[src/rtl/uart_bus_bridge_pkg.sv]
// Shared definitions for the UART-to-bus debug bridge.
// Holds the bus geometry, the command and reply byte codes, and the parser state encoding.
package uart_bus_bridge_pkg;

  localparam int unsigned BusWidth    = 32;
  localparam int unsigned BusAccWidth = 2;
  localparam logic [BusAccWidth-1:0] BusAcc4B = 2'b10;

  localparam logic [7:0] CmdW    = 8'h57;
  localparam logic [7:0] CmdR    = 8'h52;
  localparam logic [7:0] CmdP    = 8'h50;
  localparam logic [7:0] RespAck = 8'h06;
  localparam logic [7:0] RespNak = 8'h15;

  typedef enum logic [2:0] {
    StIdle,
    StAddr,
    StData,
    StBusReq,
    StBusWait,
    StTxData,
    StTxStat
  } state_e;

endpackage

[src/rtl/uart_bus_bridge_if.sv]
// Femto system bus, debug-master view.
// master: drives addr/w_rb/acc/wdata/req, receives rdata/resp/fault.
// slave:  the mirror image, used by the arbiter port (or a bench model).
interface uart_bus_bridge_if;
  import uart_bus_bridge_pkg::*;

  logic [BusWidth-1:0]    addr;
  logic                   w_rb;
  logic [BusAccWidth-1:0] acc;
  logic [BusWidth-1:0]    wdata;
  logic [BusWidth-1:0]    rdata;
  logic                   req;
  logic                   resp;
  logic                   fault;

  modport master (
    output addr, w_rb, acc, wdata, req,
    input  rdata, resp, fault
  );

  modport slave (
    input  addr, w_rb, acc, wdata, req,
    output rdata, resp, fault
  );
endinterface

[src/rtl/uart_bus_bridge_txsel.sv]
// Tx queue push pacing and reply byte multiplexer.
// Ports: clk/rstn; txq_full from the UART tx queue; send_data/send_stat say which kind of byte
// the parser wants to emit; byte_sel picks the rdata byte (LSB first); tx_push/tx_data go to
// the tx queue.
module uart_bus_bridge_txsel (
  input  logic        clk,
  input  logic        rstn,
  input  logic        txq_full,
  input  logic        send_data,
  input  logic        send_stat,
  input  logic [1:0]  byte_sel,
  input  logic [31:0] rdata,
  input  logic [7:0]  status,
  output logic        tx_push,
  output logic [7:0]  tx_data
);

  logic push_q;

  // Skipping the cycle after a push gives the queue's full flag time to catch up.
  assign tx_push = (send_data | send_stat) & ~txq_full & ~push_q;

  always_comb begin
    tx_data = 8'h00;
    if (send_stat) begin
      tx_data = status;
    end else if (send_data) begin
      tx_data = rdata[{byte_sel, 3'b000} +: 8];
    end
  end

  always_ff @(posedge clk or negedge rstn) begin
    if (!rstn) begin
      push_q <= 1'b0;
    end else begin
      push_q <= tx_push;
    end
  end

endmodule

[src/rtl/uart_bus_bridge.sv]
// UART-to-bus debug bridge: parses W/R/P commands from the UART rx queue, runs one bus transfer
// as debug master and answers through the UART tx queue.
// Ports: clk, rstn (async, active-low); rxq_empty/rx_pop/rx_data (rx queue read side);
// txq_full/tx_push/tx_data (tx queue write side); bus (femto bus master); busy (not idle).
module uart_bus_bridge
  import uart_bus_bridge_pkg::*;
#(
  parameter logic [15:0] ByteTimeout = 16'd50000,
  parameter logic [7:0]  BusTimeout  = 8'd255
) (
  input  logic                   clk,
  input  logic                   rstn,
  input  logic                   rxq_empty,
  output logic                   rx_pop,
  input  logic [7:0]             rx_data,
  input  logic                   txq_full,
  output logic                   tx_push,
  output logic [7:0]             tx_data,
  uart_bus_bridge_if.master      bus,
  output logic                   busy
);

  localparam logic [15:0] BusLimit = {8'h00, BusTimeout} - 16'd1;

  state_e              state_q, state_d;
  logic [1:0]          cnt_q, cnt_d;
  logic                cmd_w_q, cmd_w_d;
  logic [BusWidth-1:0] addr_q, addr_d;
  logic [BusWidth-1:0] wdata_q, wdata_d;
  logic [BusWidth-1:0] rdata_q, rdata_d;
  logic [7:0]          status_q, status_d;
  logic [15:0]         tmo_q, tmo_d;
  logic                rx_pop_q, rx_pop_d;
  logic                rx_vld_q;

  always_comb begin
    state_d  = state_q;
    cnt_d    = cnt_q;
    cmd_w_d  = cmd_w_q;
    addr_d   = addr_q;
    wdata_d  = wdata_q;
    rdata_d  = rdata_q;
    status_d = status_q;
    tmo_d    = tmo_q;
    unique case (state_q)
      StIdle: begin
        tmo_d = 16'd0;
        if (rx_vld_q) begin
          cnt_d = 2'd0;
          unique case (rx_data)
            CmdW: begin
              cmd_w_d = 1'b1;
              state_d = StAddr;
            end
            CmdR: begin
              cmd_w_d = 1'b0;
              state_d = StAddr;
            end
            CmdP: begin
              status_d = RespAck;
              state_d  = StTxStat;
            end
            default: begin
              status_d = RespNak;
              state_d  = StTxStat;
            end
          endcase
        end
      end
      StAddr, StData: begin
        if (rx_vld_q) begin
          tmo_d = 16'd0;
          cnt_d = cnt_q + 2'd1;
          if (state_q == StAddr) begin
            addr_d[{cnt_q, 3'b000} +: 8] = rx_data;
          end else begin
            wdata_d[{cnt_q, 3'b000} +: 8] = rx_data;
          end
          if (cnt_q == 2'd3) begin
            state_d = (state_q == StAddr && cmd_w_q) ? StData : StBusReq;
          end
        end else if (tmo_q >= ByteTimeout) begin
          // Stalled host: drop the command without any reply or bus access.
          state_d = StIdle;
        end else begin
          tmo_d = tmo_q + 16'd1;
        end
      end
      StBusReq: begin
        tmo_d = 16'd0;
        if (bus.fault) begin
          status_d = RespNak;
          state_d  = StTxStat;
        end else begin
          state_d = StBusWait;
        end
      end
      StBusWait: begin
        if (bus.resp) begin
          if (cmd_w_q) begin
            status_d = RespAck;
            state_d  = StTxStat;
          end else begin
            rdata_d = bus.rdata;
            cnt_d   = 2'd0;
            state_d = StTxData;
          end
        end else if (tmo_q >= BusLimit) begin
          status_d = RespNak;
          state_d  = StTxStat;
        end else begin
          tmo_d = tmo_q + 16'd1;
        end
      end
      StTxData: begin
        if (tx_push) begin
          cnt_d = cnt_q + 2'd1;
          if (cnt_q == 2'd3) begin
            status_d = RespAck;
            state_d  = StTxStat;
          end
        end
      end
      StTxStat: begin
        if (tx_push) begin
          state_d = StIdle;
        end
      end
      default: state_d = StIdle;
    endcase
  end

  // Pop decision looks at the next state so a byte is never pulled into a non-parsing state.
  assign rx_pop_d = (state_d == StIdle || state_d == StAddr || state_d == StData) &
                    ~rxq_empty & ~rx_pop_q;

  always_ff @(posedge clk or negedge rstn) begin
    if (!rstn) begin
      state_q  <= StIdle;
      cnt_q    <= 2'd0;
      cmd_w_q  <= 1'b0;
      addr_q   <= '0;
      wdata_q  <= '0;
      rdata_q  <= '0;
      status_q <= 8'h00;
      tmo_q    <= 16'd0;
      rx_pop_q <= 1'b0;
      rx_vld_q <= 1'b0;
    end else begin
      state_q  <= state_d;
      cnt_q    <= cnt_d;
      cmd_w_q  <= cmd_w_d;
      addr_q   <= addr_d;
      wdata_q  <= wdata_d;
      rdata_q  <= rdata_d;
      status_q <= status_d;
      tmo_q    <= tmo_d;
      rx_pop_q <= rx_pop_d;
      rx_vld_q <= rx_pop_q;
    end
  end

  uart_bus_bridge_txsel u_txsel (
    .clk       (clk),
    .rstn      (rstn),
    .txq_full  (txq_full),
    .send_data (state_q == StTxData),
    .send_stat (state_q == StTxStat),
    .byte_sel  (cnt_q),
    .rdata     (rdata_q),
    .status    (status_q),
    .tx_push   (tx_push),
    .tx_data   (tx_data)
  );

  assign rx_pop    = rx_pop_q;
  assign busy      = (state_q != StIdle);
  assign bus.addr  = addr_q;
  assign bus.wdata = wdata_q;
  assign bus.w_rb  = cmd_w_q;
  assign bus.acc   = BusAcc4B;
  assign bus.req   = (state_q == StBusReq);

endmodule
[src/flat_wrapper.sv]
// flat-port wrapper written by rule: the top's interface ports become plain ports
module uart_bus_bridge_flat import uart_bus_bridge_pkg::*;
#(
  parameter logic [15:0] ByteTimeout = 16'd50000,
  parameter logic [7:0]  BusTimeout  = 8'd255
)
  (clk, rstn, rxq_empty, rx_pop, rx_data, txq_full, tx_push, tx_data, busy, bus_addr, bus_w_rb, bus_acc, bus_wdata, bus_req, bus_rdata, bus_resp, bus_fault);
  uart_bus_bridge_if bus_i ();
  input  logic clk;
  input  logic rstn;
  input  logic rxq_empty;
  output logic rx_pop;
  input  logic [7:0] rx_data;
  input  logic txq_full;
  output logic tx_push;
  output logic [7:0] tx_data;
  output logic busy;
  output wire logic [$bits(bus_i.addr)-1:0] bus_addr;
  output wire logic [$bits(bus_i.w_rb)-1:0] bus_w_rb;
  output wire logic [$bits(bus_i.acc)-1:0] bus_acc;
  output wire logic [$bits(bus_i.wdata)-1:0] bus_wdata;
  output wire logic [$bits(bus_i.req)-1:0] bus_req;
  input wire logic [$bits(bus_i.rdata)-1:0] bus_rdata;
  input wire logic [$bits(bus_i.resp)-1:0] bus_resp;
  input wire logic [$bits(bus_i.fault)-1:0] bus_fault;
  assign bus_addr = bus_i.addr;
  assign bus_w_rb = bus_i.w_rb;
  assign bus_acc = bus_i.acc;
  assign bus_wdata = bus_i.wdata;
  assign bus_req = bus_i.req;
  assign bus_i.rdata = bus_rdata;
  assign bus_i.resp = bus_resp;
  assign bus_i.fault = bus_fault;
  uart_bus_bridge #(.ByteTimeout(ByteTimeout), .BusTimeout(BusTimeout)) u_core (.clk(clk), .rstn(rstn), .rxq_empty(rxq_empty), .rx_pop(rx_pop), .rx_data(rx_data), .txq_full(txq_full), .tx_push(tx_push), .tx_data(tx_data), .bus(bus_i), .busy(busy));
endmodule
[config.mk]
export PLATFORM = sky130hd
export DESIGN_NAME = uart_bus_bridge_flat
export DESIGN_NICKNAME = d
export VERILOG_FILES = /design/src/rtl/uart_bus_bridge_pkg.sv /design/src/rtl/uart_bus_bridge_if.sv /design/src/rtl/uart_bus_bridge_txsel.sv /design/src/rtl/uart_bus_bridge.sv /design/src/flat_wrapper.sv
export SDC_FILE = /design/constraint.sdc
export NUM_CORES = 1
export LEC_CHECK = 0
export BUFFER_PORTS_ARGS = -buffer_cell sky130_fd_sc_hd__buf_2
export CAP_MARGIN = 15
export CORE_ASPECT_RATIO = 1.1
export CORE_MARGIN = 3
export CORE_UTILIZATION = 49
export CTS_BUF_LIST = sky130_fd_sc_hd__clkbuf_16
export CTS_CLUSTER_SIZE = 28
export DETAILED_ROUTE_END_ITERATION = 16
export PLACE_DENSITY = 0.76
export SLEW_MARGIN = 20
export SYNTH_ARGS = -nofsm -noshare
export SYNTH_HDL_FRONTEND = slang
export SYNTH_SLANG_ARGS = --single-unit
[constraint.sdc]
create_clock -name clk -period 2.4 [get_ports clk]
set_input_delay 0.48 -clock clk [delete_from_list [all_inputs] [get_ports clk]]
set_output_delay 0.48 -clock clk [all_outputs]
set_load 0.02 [all_outputs]
==> metrics.cfg <==
[timing]
fin_crit_ns = 2.36
hold_slack_ns = 0.0911
timing.fmax_mhz = 424
max_slew.worst_pin.slew_ns = 0.648
period_share_pct = 98.3
skew_ns = 0.00524
hold_viol_final = 0
finalMaxSlewViolations = 0
setup_slack_ns = 0.0397
slew_headroom_pct = 56.8
finalSetupViolCount = 0

[die]
fp.dieH_um = 120
rows = 41
fp.coreArea_mm2 = 0.0115
die_w_um = 110
dieArea_mm2 = 0.0132
io_pins = 125
start_util_pct = 50.4

[setup_path]
cp.required_ns = 1.92
crit_type = register to output pin
arrival_ns = 1.88
max_stage_delay_ns = 0.50
start_kind = register
crit_slowest_cell = mux4_2
cp_max_fo = 8
crit_chain = buf_12, buf_4, mux4_2, nand2_1, a21oi_1, buf_2
crit_path_end_kind = output pin
rrSetupSlack_ns = 0.10

[global_route]
grtUsageTotal_pct = 23.4
grt_max_degree = 49
gr-total-overflow = 0
grt_pass1_vias = 4838
grt_pass1_wl_mm = 24.0
antenna_found_initial = 0

[power]
clockPowerShare_pct = 25.2
power_density_mw_per_mm2 = 1270
switchingPower_mw = 3.49
seq_power_share_pct = 35.7
max-vdd-ir-drop_mv = 0.603
leakage_nw = 3.39
swShare_pct = 37.3
pwr-share-comb_pct = 39.1
p_int_mw = 5.86

[cts]
clockBufferDepth = 2
clock-sinks = 124
cts-htree-levels = 4
clk_latency_ns = 0.42
clk_pin_slew_ns = 0.05
cts_tree = done
hold_buffers = 0
numCtsBuffers = 17
clockRootBuffer = clkbuf_16

[cells_and_area]
layout-drive-gt1-share_pct = 32.0
nets = 765
n_antenna_cell = 0
area_delta_synth_final_pct = 26.2
fin_util_pct = 63.6

[synth]
ys_top_cells_by_area = dfrtp_1 (53%), nand2_1 (7.9%), o21ai_0 (7.0%), mux2_2 (6.2%), mux4_2 (3.1%)
yosysSeqAreaShare_pct = 53.3
async_flop_share_pct = 100
yosys_most_used_dff = dfrtp_1
synth.largest_area_cell = dfrtp_1
synth_edf_count = 0
synth.distinct_cells = 59
synth_seq_cells = 124
syn_area_per_cell_um2 = 10.2
synth_top_cell_area_share_pct = 53.3
synth_area_mm2 = 0.00582
yosys_warnings = 0
netlist_instances = 568
syn_nets = 622

[detailed_routing]
ant_nets = 0
wl_per_cell_um = 17.1
first_pass_iters = 7
vias_per_cell = 5.72
totalWireLength_mm = 14.9
vias = 4985
drc = 0
drt_iter0_drc = 393

[placement]
port_buffers = 122
hpwl_mm = 10.5
post-place-ws_ns = 0.0471
gp_congestion = 0.869

[outcome]
status = complete, no violations

[hold_path]
hold_path.class = input port to asynchronous set/reset pin

[flow_run]
max-cap-violations = 0

[repair_timing]
action / in CTS / in global routing
resized for setup: 1 / 2
buffers inserted: 1 / 7
pin swaps: 0 / 1
setup endpoints to repair: 7 / 17
cloned: 0 / 0
[state kept, by name, summed over array words and instances (netlist names), 2 cells and up]
signal            cells
u_core.bus.addr      32
u_core.bus.wdata     32
u_core.cnt_q          2
u_core.rdata_q       32
u_core.state_q        3
u_core.status_q       3
u_core.tmo_q         16
[cell usage in the layout (no fill, tap or decap), drive strengths merged, types with 3 or more instances in the layout]
cell type | netlist | routed
mux4 | 8 | 8
inv | 14 | 16
o2111ai | 4 | 4
nor2b | 7 | 7
o21ai | 81 | 81
buf | 6 | 157
nor4 | 5 | 5
clkinv | 1 | 9
ha | 8 | 8
nor3b | 4 | 4
mux2 | 32 | 32
nand3 | 11 | 11
a22o | 10 | 10
nor2 | 12 | 12
a2111oi | 3 | 3
nor3 | 11 | 11
a21oi | 8 | 8
clkbuf | 27 | 17
o22ai | 10 | 10
nand2 | 122 | 122
o221ai | 4 | 4
dfrtp | 124 | 124
and3 | 11 | 11
or4 | 4 | 4
or3 | 3 | 3
[cell type report]
type	instances	area, µm²
fill	939	4200
multi-input combinational	396	2530
inverter	15	56.3
clock buffer	17	425
clock inverter	13	111
sequential	124	3100
timing repair buffer	157	926
tap	150	188
[power groups by stage]
stage	combinational, mW	clock (mW)	sequential [mW]
floorplan	1.88	0	3.74
global placement	3.43	0	3.31
detailed placement	3.54	0	3.37
CTS	3.58	2.39	3.33
global route	4.03	2.50	3.42
finish	3.66	2.36	3.34
[metal layers]
metal	share of wire [%]	wire (µm)	up-vias	global-route usage (%)
met3	7.7	1150	27	5.77
met1	42	6270	2425	30.2
li1	-	-	2321	-
met4	1.9	287	0	9.35
met5	0	0	-	0
met2	48	7190	212	37.7
[kinds of logic (layout without fill, tap and decap cells)]
family,Yosys count,in the layout,share of synthesized area (%)
fa+ha+maj,8,8,1.72
other cells,2,2,0.129
simple gates,201,201,15.8
buf+inv,48,202,3.37
flops,124,124,53.3
mux,40,40,9.29
compound gates,144,144,16.2
xor+xnor,1,1,0.151
[worst paths after layout]
| check | startpoint | end | depth (start not counted) |
|---|---|---|---|
| worst min-delay path | rstn | u_core.bus.addr[23] | 1 |
| max in group asynchronous | rstn | u_core.bus.wdata[6] | 2 |
| min in group clk | rxq_empty | u_core.rx_pop | 2 |
| worst min register to register | u_core.rx_pop | u_core.rx_vld_q | 0 |
| worst max register to register | u_core.tmo_q[12] | u_core.tmo_q[10] | 6 |
| worst max-delay path | u_core.cnt_q[0] | tx_data[4] | 6 |
[per-stage QoR]
| stage | TNS, ns | total power [mW] | instances | cell area, µm² |
|---|---|---|---|---|
| after floorplan | 0 | 5.62 | 568 | 5820 |
| after global placement | 0 | 6.74 | 834 | 6720 |
| after detailed placement | 0 | 6.91 | 834 | 6720 |
| after CTS | 0 | 9.30 | 865 | 7270 |
| after global routing | -0.0211 | 9.96 | 872 | 7340 |
| final | 0 | 9.36 | 872 | 7340 |
[critical path: cells and delay by family (launching register included)]
family | cells | cell delay, ns
AOI/OAI and AO/OA | 1 | 0.06
and+or+nand+nor | 1 | 0.09
buffers and inverters | 3 | 0.43
muxes | 1 | 0.50
DFF | 1 | 0.39
[cells in the mapped netlist, drive strengths merged (3+ instances only)]
library cell,n
dfrtp,124
nand2,122
o21ai,81
mux2,32
clkbuf,27
inv,14
nor2,12
and3,11
nand3,11
nor3,11
a22o,10
o22ai,10
a21oi,8
ha,8
mux4,8
nor2b,7
buf,6
nor4,5
nor3b,4
o2111ai,4
o221ai,4
or4,4
a2111oi,3
or3,3
No activity file was read; power rests on OpenSTA's default activity.
